**src/rtl/sm16_add_unit.sv**
```systemverilog
// Registered 16-bit sign-magnitude adder: operands go to two's complement, pass
// through a two-level carry-lookahead adder, and the sum returns to sign-magnitude.

module complement (
  input  logic [15:0] x,
  output logic [15:0] y
);
  logic [14:0] neg_mag;

  assign neg_mag = ~x[14:0] + 15'd1;
  assign y       = x[15] ? {1'b1, neg_mag} : x;
endmodule

module cla4_slice (
  input  logic [3:0] a,
  input  logic [3:0] b,
  input  logic       cin,
  output logic [3:0] s,
  output logic       pg,
  output logic       gg
);
  logic [3:0] pb;
  logic [3:0] gb;
  logic [3:0] c;

  assign pb = a ^ b;
  assign gb = a & b;

  assign c[0] = cin;
  assign c[1] = gb[0] | (pb[0] & cin);
  assign c[2] = gb[1] | (pb[1] & gb[0]) | (pb[1] & pb[0] & cin);
  assign c[3] = gb[2] | (pb[2] & gb[1]) | (pb[2] & pb[1] & gb[0])
              | (pb[2] & pb[1] & pb[0] & cin);

  assign s  = pb ^ c;
  assign pg = &pb;
  assign gg = gb[3] | (pb[3] & gb[2]) | (pb[3] & pb[2] & gb[1])
            | (pb[3] & pb[2] & pb[1] & gb[0]);
endmodule

module cla_lookahead (
  input  logic [3:0] sp,
  input  logic [3:0] sg,
  input  logic       cin,
  output logic [3:0] c,
  output logic       pg,
  output logic       gg
);
  // c[k] is the carry into slice k+1 (c4, c8, c12, c16); all computed in parallel.
  assign c[0] = sg[0] | (sp[0] & cin);
  assign c[1] = sg[1] | (sp[1] & sg[0]) | (sp[1] & sp[0] & cin);
  assign c[2] = sg[2] | (sp[2] & sg[1]) | (sp[2] & sp[1] & sg[0])
              | (sp[2] & sp[1] & sp[0] & cin);
  assign c[3] = gg | (pg & cin);

  assign pg = &sp;
  assign gg = sg[3] | (sp[3] & sg[2]) | (sp[3] & sp[2] & sg[1])
            | (sp[3] & sp[2] & sp[1] & sg[0]);
endmodule

module sixteen_bit_full_adder (
  input  logic [15:0] a,
  input  logic [15:0] b,
  input  logic        cin,
  output logic [15:0] sum,
  output logic        cout,
  output logic        p,
  output logic        g
);
  logic [3:0] slice_p;
  logic [3:0] slice_g;
  logic [3:0] slice_cin;
  logic [3:0] carries;

  assign slice_cin = {carries[2:0], cin};
  assign cout      = carries[3];

  for (genvar k = 0; k < 4; k++) begin : g_slice
    cla4_slice u_slice (
      .a   (a[4*k +: 4]),
      .b   (b[4*k +: 4]),
      .cin (slice_cin[k]),
      .s   (sum[4*k +: 4]),
      .pg  (slice_p[k]),
      .gg  (slice_g[k])
    );
  end

  cla_lookahead u_lookahead (
    .sp  (slice_p),
    .sg  (slice_g),
    .cin (cin),
    .c   (carries),
    .pg  (p),
    .gg  (g)
  );
endmodule

module sm16_add_unit (
  input  logic        clk,
  input  logic        rst_n,
  input  logic        in_valid,
  input  logic [15:0] operand1,
  input  logic [15:0] operand2,
  input  logic        carry_in,
  output logic        out_valid,
  output logic [15:0] comp_1,
  output logic [15:0] comp_2,
  output logic [15:0] sum,
  output logic [15:0] result,
  output logic        carry_out,
  output logic        p,
  output logic        g,
  output logic        overflow,
  output logic        zero_flag,
  output logic        negative_flag,
  output logic        carry_flag
);
  // Handshake: in_valid qualifies the operands for one cycle (no back-pressure);
  // out_valid pulses for exactly the cycle after an accepted operation.
  logic [15:0] norm_1;
  logic [15:0] norm_2;
  logic [15:0] c1_d;
  logic [15:0] c2_d;
  logic [15:0] sum_d;
  logic [15:0] result_d;
  logic        cout_d;
  logic        p_d;
  logic        g_d;
  logic        ovf_d;

  // Negative zero has no distinct two's-complement encoding; fold it to +0.
  assign norm_1 = (operand1 == 16'h8000) ? 16'h0000 : operand1;
  assign norm_2 = (operand2 == 16'h8000) ? 16'h0000 : operand2;

  complement u_comp_1 (.x(norm_1), .y(c1_d));
  complement u_comp_2 (.x(norm_2), .y(c2_d));

  sixteen_bit_full_adder u_adder (
    .a    (c1_d),
    .b    (c2_d),
    .cin  (carry_in),
    .sum  (sum_d),
    .cout (cout_d),
    .p    (p_d),
    .g    (g_d)
  );

  // A sum of 0x8000 maps back to 0x8000, the closest sign-magnitude pattern.
  complement u_comp_res (.x(sum_d), .y(result_d));

  assign ovf_d = (c1_d[15] == c2_d[15]) && (sum_d[15] != c1_d[15]);

  always_ff @(posedge clk) begin
    if (!rst_n) begin
      out_valid     <= 1'b0;
      comp_1        <= 16'h0000;
      comp_2        <= 16'h0000;
      sum           <= 16'h0000;
      result        <= 16'h0000;
      carry_out     <= 1'b0;
      p             <= 1'b0;
      g             <= 1'b0;
      overflow      <= 1'b0;
      zero_flag     <= 1'b0;
      negative_flag <= 1'b0;
      carry_flag    <= 1'b0;
    end else begin
      out_valid <= in_valid;
      if (in_valid) begin
        comp_1        <= c1_d;
        comp_2        <= c2_d;
        sum           <= sum_d;
        result        <= result_d;
        carry_out     <= cout_d;
        p             <= p_d;
        g             <= g_d;
        overflow      <= ovf_d;
        zero_flag     <= (sum_d == 16'h0000);
        negative_flag <= sum_d[15];
        carry_flag    <= cout_d;
      end
    end
  end
endmodule

```
**config.mk**
```make
export PLATFORM = sky130hd
export DESIGN_NAME = sm16_add_unit
export DESIGN_NICKNAME = d
export VERILOG_FILES = /design/src/rtl/sm16_add_unit.sv
export SDC_FILE = /design/constraint.sdc
export NUM_CORES = 1
export LEC_CHECK = 0
export ABC_AREA = 1
export CORE_MARGIN = 2
export CORE_UTILIZATION = 30
export DETAILED_ROUTE_END_ITERATION = 10
export PLACE_DENSITY = 0.54
export SYNTH_ARGS = -nofsm -noshare
export SYNTH_HDL_FRONTEND = slang
export SYNTH_SLANG_ARGS = --single-unit
```
**constraint.sdc**
```tcl
create_clock -name clk -period 4.9 [get_ports clk]
set_input_delay 0.98 -clock clk [delete_from_list [all_inputs] [get_ports clk]]
set_output_delay 0.98 -clock clk [all_outputs]
set_load 0.005 [all_outputs]
```
# Word-level counts from Yosys, hierarchy flattened

Cells that the tools add are included.

$add $sub $neg: 3
Equal/unequal tests: 4
Muxes and demuxes: 5
Bitwise operators: 132
Reductions and logical operators: 7

Operator list:

| cell                    | number |
|---|---|
| $mux W16                | 5 |
| $and A1 B1 Y1           | 71 |
| $or A1 B1 Y1            | 46 |
| $add A15 B1 Y15 const B | 3 |
| $not A15 Y15            | 3 |
| $eq A16 B16 Y1 const B  | 2 |
| $xor A4 B4 Y4           | 8 |
| $and A4 B4 Y4           | 4 |
| $logic_not A16 Y1       | 1 |
| $reduce_and A16 Y1      | 1 |
| $reduce_and A4 Y1       | 4 |
| $eq A1 B1 Y1            | 1 |
| $logic_and A1 B1 Y1     | 1 |
| $ne A1 B1 Y1            | 1 |

Flip-flop bits (word level): 71
Input bits: 36
Output and inout port bits: 72
Logic and storage cells: 162

# Logic depth before layout (Yosys ltp)

Word-level depth: 20
Gate-level depth with buffers: 34
Depth with buffers taken out: 33

# By module

A second synthesis with hierarchy kept.

Cells, all modules: 784
Area, all modules: 4921.0 µm²

By module, submodules not included:

| module        | times used | cells an instance | area an instance (µm²) | seq. area each (µm²) |
|---|---|---|---|---|
| sm16_add_unit | 1          | 376               | 2731.4                 | 1401.3 |
| complement    | 3          | 87                | 427.9                  | 0.0 |
| cla4_slice    | 4          | 32                | 201.4                  | 0.0 |
| cla_lookahead | 1          | 19                | 100.1                  | 0.0 |

# Worst setup path before layout

No wires, ideal clock.

Kind: input -> register
Start point: input operand2[0]
End point: register result[14]
Library setup time: 113 ps
Arrival: 4355 ps
Required time: 4787 ps
Path slack: 432 ps
Cell stages on the path: 29
Buffers on the path: 1
Cells stage by stage: inv_1 > ha_1 > nand2_1 > nor2_1 > inv_1 > nor2_1 > nand2_1 > nand2_2 > inv_1 > buf_2 > nand2_1 > xor2_1 > inv_1 > ha_1 > nand2_1 > nor2_2 > nand3_1 > nand3_2 > inv_1 > fa_1 > inv_1 > nor2_1 > nand3_1 > nor2_2 > nand2_2 > o21ai_1 > nand2_1 > nand2_1 > nor2_1

Elaborated cells on any way between the ends: 122
Those cells by class: 2 x add/sub; 1 x eq/ne; 3 x mux; 113 x bitwise; 3 x reduce/logical

RTL lines:

| item                   | RTL line | source |
|---|---|---|
| start: declaration     | 104      | `input logic [15:0] operand2,` |
| $eq A16 B16 Y1         | 134      | `assign norm_2 = (operand2 == 16'h8000) ? 16'h0000 : operand2;` |
| $mux W16               | 134      |  |
| $mux W16               | 11       | `assign y = x[15] ? {1'b1, neg_mag} : x;` |
| named net c2_d[15]     | 124      | `logic [15:0] c2_d;` |
| $xor A4 B4 Y4          | 26       | `assign pb = a ^ b;` |
| $xor A4 B4 Y4          | 35       | `assign s = pb ^ c;` |
| $mux W16               | 11       |  |
| end signal: assignment | 174      | `result <= result_d;` |
| end: declaration       | 110      | `output logic [15:0] result,` |

The timed path passes the listed nets, and every way through them passes these cells.
A chain may end at the register's enable or synchronous reset.

# Worst setup path in the final report

Start point: input operand2[0]
End point: register result[14]

Longest elaborated chain between the ends: 20
Elaborated cells on any way between the ends: 122
Those cells by class: 2 x add/sub; 1 x eq/ne; 3 x mux; 113 x bitwise; 3 x reduce/logical

RTL lines:

| item                                                  | RTL line | source |
|---|---|---|
| $eq A16 B16 Y1                                        | 134      |  |
| $mux W16 (*)                                          | 134      |  |
| $not A15 Y15                                          | 10       | `assign neg_mag = ~x[14:0] + 15'd1;` |
| $add A15 B1 Y15                                       | 10       |  |
| $mux W16 (*)                                          | 11       |  |
| named net c2_d[6]                                     | 124      |  |
| $and A4 B4 Y4 / $xor A4 B4 Y4 (equally long branches) | 27, 26   |  |
| $and A1 B1 Y1 (on tied branches)                      | 37, 38   |  |
| [... 4 more ...]                                      | -        |  |
| $or A1 B1 Y1 (2 in a row)                             | 52       | `assign c[2] = sg[2] \| (sp[2] & sg[1]) \| (sp[2] & sp[1] & sg[0])` |
| $or A1 B1 Y1                                          | 53       | `\| (sp[2] & sp[1] & sp[0] & cin);` |
| $and A1 B1 Y1 (on tied branches)                      | 30, 31   |  |
| $or A1 B1 Y1 (on tied branches)                       | 30, 31   |  |
| $xor A4 B4 Y4                                         | 35       |  |
| $not A15 Y15                                          | 10       |  |
| $add A15 B1 Y15                                       | 10       |  |
| $mux W16 (*)                                          | 11       |  |

The timed path passes the listed nets; every way through them passes the cells marked *.

==> run summary <==
The flop and latch count out of synthesis is 68, and the final count of hold timing violations is 0. For this run, the post-layout net count is 920. Max-cap violations in this run came to 0.

The tools report the pin count of the biggest net entering global routing as 47. The flow ran to the end, and the final reports show no timing, DRC or antenna violations. The cell at the root of the clock tree was sky130_fd_sc_hd__clkbuf_16. Synthesis instantiated 41 different standard cells from the library.

In this run the worst path has a maximum fanout of 8. By count the netlist is led by 146 x sky130_fd_sc_hd__nand2_1, 117 x sky130_fd_sc_hd__inv_1, 106 x sky130_fd_sc_hd__nor2_1. The most frequently used cell type in the post-synthesis netlist was sky130_fd_sc_hd__nand2_1. The fraction of synthesized cell area taken by the top area cell type works out to 30.0%.

The net count after synthesis came out at 769. Static timing analysis puts the maximum clock frequency at 216 MHz. Relative to the synthesized area, the layout overhead comes to 44.8%. Family of cells with the greatest summed delay on the critical path: simple AND/OR/NAND/NOR gates. The hold-fix buffer count after cts was 0. Yosys attributes the largest share of cell area to sky130_fd_sc_hd__dfxtp_1 30%, sky130_fd_sc_hd__nand2_1 12%, sky130_fd_sc_hd__inv_1 9.7%. Footprint of the flip-flops and latches: 0.00136 mm². The congestion estimate from routability-driven global placement came to 0.935. The critical path's largest stage delay is 0.57 ns, and the number of design-rule violations left by the first detailed-router iteration is 255.

For the number of antenna diodes, the log shows 0. The shortest period the worst path allows works out to 4.64 ns. The final layout contains routed wiring with a total length of 14500 µm.

The total number of yosys warnings was 0. STA classifies the critical path endpoint as a register. Number of global-route vias before repair: 4772.

TritonCTS built the clock tree. The logs give 0.0161 mm² for the die footprint and 11000 µm for the final HPWL from detailed placement. The buffer levels on the longest clock path came out at 2. The fraction of final layout cells with drive strength greater than 1 is 15.6%. The final period utilization is 94.7%.

Synthesis produced 710 cells. Number of max-slew violations in the final report: 0. In the global route stage, overall resource usage came out at 18.2%. Number of antenna violations at the first check in global routing: 0. The worst-case IR drop observed on VDD is 0.180 mV.

The critical path contains buffers and inverters numbering 9 combined. In this run the tightest slew margin relative to its limit is 47.5%. The worst setup path is launched from a primary input. After synthesis, the share of flip-flops with an asynchronous set or reset is 0%.

The most used flip-flop cell after synthesis is sky130_fd_sc_hd__dfxtp_1. The standby leakage power came out at 3.30 nW. The number of remaining DRC errors is 0. Setup repair after global routing could not meet its margin everywhere.

In this run, synthesis inferred 0 flip-flops with an integrated enable. The setup skew after layout is 0 ns. The tightest min-delay check is of the reg -> reg type. Data on the critical path is required at its endpoint by 5.14 ns. The setup-violating endpoint count in the final report was 0; the number of filler instances in the final layout was 1500. The post-route antenna net violation count was 0; the pin slew with the least headroom to its limit was 0.788 ns.

In the final timing run, aggregate negative setup slack is 0 ns. sky130_fd_sc_hd__dfxtp_1 takes more of the synthesized area than any other cell. Cell with the biggest individual delay on the critical path: sky130_fd_sc_hd__fa_2. The global route total overflow was 0. The final route contains 4954 vias.

The average vias per placed instance was 4.72; the sink count of the clock tree was 68. The share of the Yosys chip area taken by registers is 30.0%. The deepest level of the CTS H-tree was 3; the area of the core was 0.0146 mm². Summing all multi-input logic gate instances after layout gives 0.00274 mm². Before antenna repair, the detailed router went through 5 iterations. The count of buffers added on input and output ports is 107.

Measured along the x axis, the die boundary spans 127 µm. From bottom edge to top edge, the die measures 127 µm. By startpoint and endpoint, the worst setup path is classified as in -> reg.

After synthesis the cells add up to 0.00454 mm². For the worst setup path, the data arrival time is 4.87 ns. After detailed routing, the average wire length per cell comes to 13.8 µm. The number of top-level pins is 108, and the worst-skew pair later-pin latency is 0.33 ns. The first global-routing pass estimated 23500 µm of wire. The run gives 44.9% as the utilization after layout. Counting the buffers created by CTS gives 9. Power spread over the standard cell area amounts to 320 mW/mm². Once the floorplan was initialized, standard cells occupied 31.0% of the core.

Mean instance size in the synthesized netlist: 6.39 µm². The clock transition at the registers of the reported paths was 0.06 ns; the number of cell rows was 44.
worst min-delay path: stages (launching register included):
cell and delay (ns):
sky130_fd_sc_hd__dfxtp_1 0.31, sky130_fd_sc_hd__nand2_1 0.06, sky130_fd_sc_hd__a21oi_1 0.05
worst paths after layout:
path,slack (ns),cells past startpoint,from,endpoint
worst max-delay path,0.26,30,operand2[0],result[14]$_SDFFE_PN0P_
worst min-delay path,0.47,2,sum[14]$_SDFFE_PN0P_,sum[14]$_SDFFE_PN0P_
worst max register to register,4.08,3,sum[3]$_SDFFE_PN0P_,sum[3]$_SDFFE_PN0P_
worst min register to register,0.47,2,sum[14]$_SDFFE_PN0P_,sum[14]$_SDFFE_PN0P_
metal layers:
layer  up-vias  wire length, µm  global-route usage (%)
met5         -                0                       0
met4         0              258                    5.43
met3        17              672                    3.85
met2       136             6800                    30.2
met1      2267             6730                    23.9
li1       2534                -                       -
layout make-up:
cell class,instances,area share [%]
multi-input cells,495,41.6
repair buffers,166,23.0
flip-flops and latches,68,20.7
inverters,121,6.91
clock buffers,11,3.69
well taps,184,3.50
clock inverters,5,0.571
cells by family after synthesis:
family | after synthesis | synth area share (%)
AO/OA/AOI/OAI | 117 | 14.4
adder cells (fa/ha/maj) | 23 | 7.00
buffers and inverters | 147 | 12.9
XOR/XNOR | 21 | 4.05
AND/OR/NAND/NOR | 334 | 31.6
flip-flops | 68 | 30.0
power by group:
group	leakage [nW]	switching, mW	internal, mW
Clock	0.132	0.252	0.357
Combinational	2.60	0.451	0.398
Sequential	0.564	0.0338	0.614
Total	3.30	0.737	1.37
cells in the final DEF, fill, tap and decap left out, types with 3 or more instances in the layout:
cell                              netlist  layout
sky130_fd_sc_hd__clkdlybuf4s50_1        0     105
sky130_fd_sc_hd__nand4_1                7       7
sky130_fd_sc_hd__or2_2                  3       3
sky130_fd_sc_hd__ha_1                  19      19
sky130_fd_sc_hd__o21bai_1               4       4
sky130_fd_sc_hd__nand2_1              146     140
sky130_fd_sc_hd__inv_1                117     114
sky130_fd_sc_hd__nand2_4                2       5
sky130_fd_sc_hd__nor2_2                 4       8
sky130_fd_sc_hd__nand3b_1               4       4
sky130_fd_sc_hd__inv_2                  4       7
sky130_fd_sc_hd__o21ai_1                6       5
sky130_fd_sc_hd__a21o_1                 3       3
sky130_fd_sc_hd__nand2_2               11      14
sky130_fd_sc_hd__xor2_1                16      14
sky130_fd_sc_hd__a21oi_1               31      30
sky130_fd_sc_hd__dfxtp_1               68      68
sky130_fd_sc_hd__a31oi_1                4       4
sky130_fd_sc_hd__clkbuf_16              0       9
sky130_fd_sc_hd__o21ai_0               52      51
sky130_fd_sc_hd__o21ai_2                2       3
sky130_fd_sc_hd__nor2_1               106      98
sky130_fd_sc_hd__xnor2_1                5       4
sky130_fd_sc_hd__buf_4                  4      59
sky130_fd_sc_hd__nor2_4                 0       4
sky130_fd_sc_hd__nand3_1               39      36
sky130_fd_sc_hd__nand3_2                3       5
sky130_fd_sc_hd__o211ai_1               9       9
through the flow:
| step | hold WS (ns) | total power, mW | instance area [µm²] | setup slack [ns] | std cells |
|---|---|---|---|---|---|
| after floorplan | 0.462 | 1.10 | 4540 | 0.432 | 710 |
| after detailed placement | 0.463 | 1.46 | 6080 | -0.198 | 1025 |
| after global routing | 0.497 | 2.26 | 6580 | -0.0446 | 1050 |
| after global placement | 0.460 | 1.45 | 6080 | -0.0765 | 1025 |
| after CTS | 0.473 | 2.09 | 6360 | 0.162 | 1041 |
| final | 0.469 | 2.10 | 6580 | 0.261 | 1050 |
timing repair:
item / in CTS / in global routing
setup buffers: 0 / 9
endpoints found under the setup margin: 0 / 16
hold endpoints to repair: 0 / 0
gates resized for setup: 0 / 40
flip-flops by register name, indices dropped and copies added, names as in the netlist:
signal,flops
zero_flag,1
comp_2,16
g,1
result,14
sum,16
out_valid,1
overflow,1
comp_1,16
carry_flag,1
p,1
No activity file was read; power rests on OpenSTA's default activity.
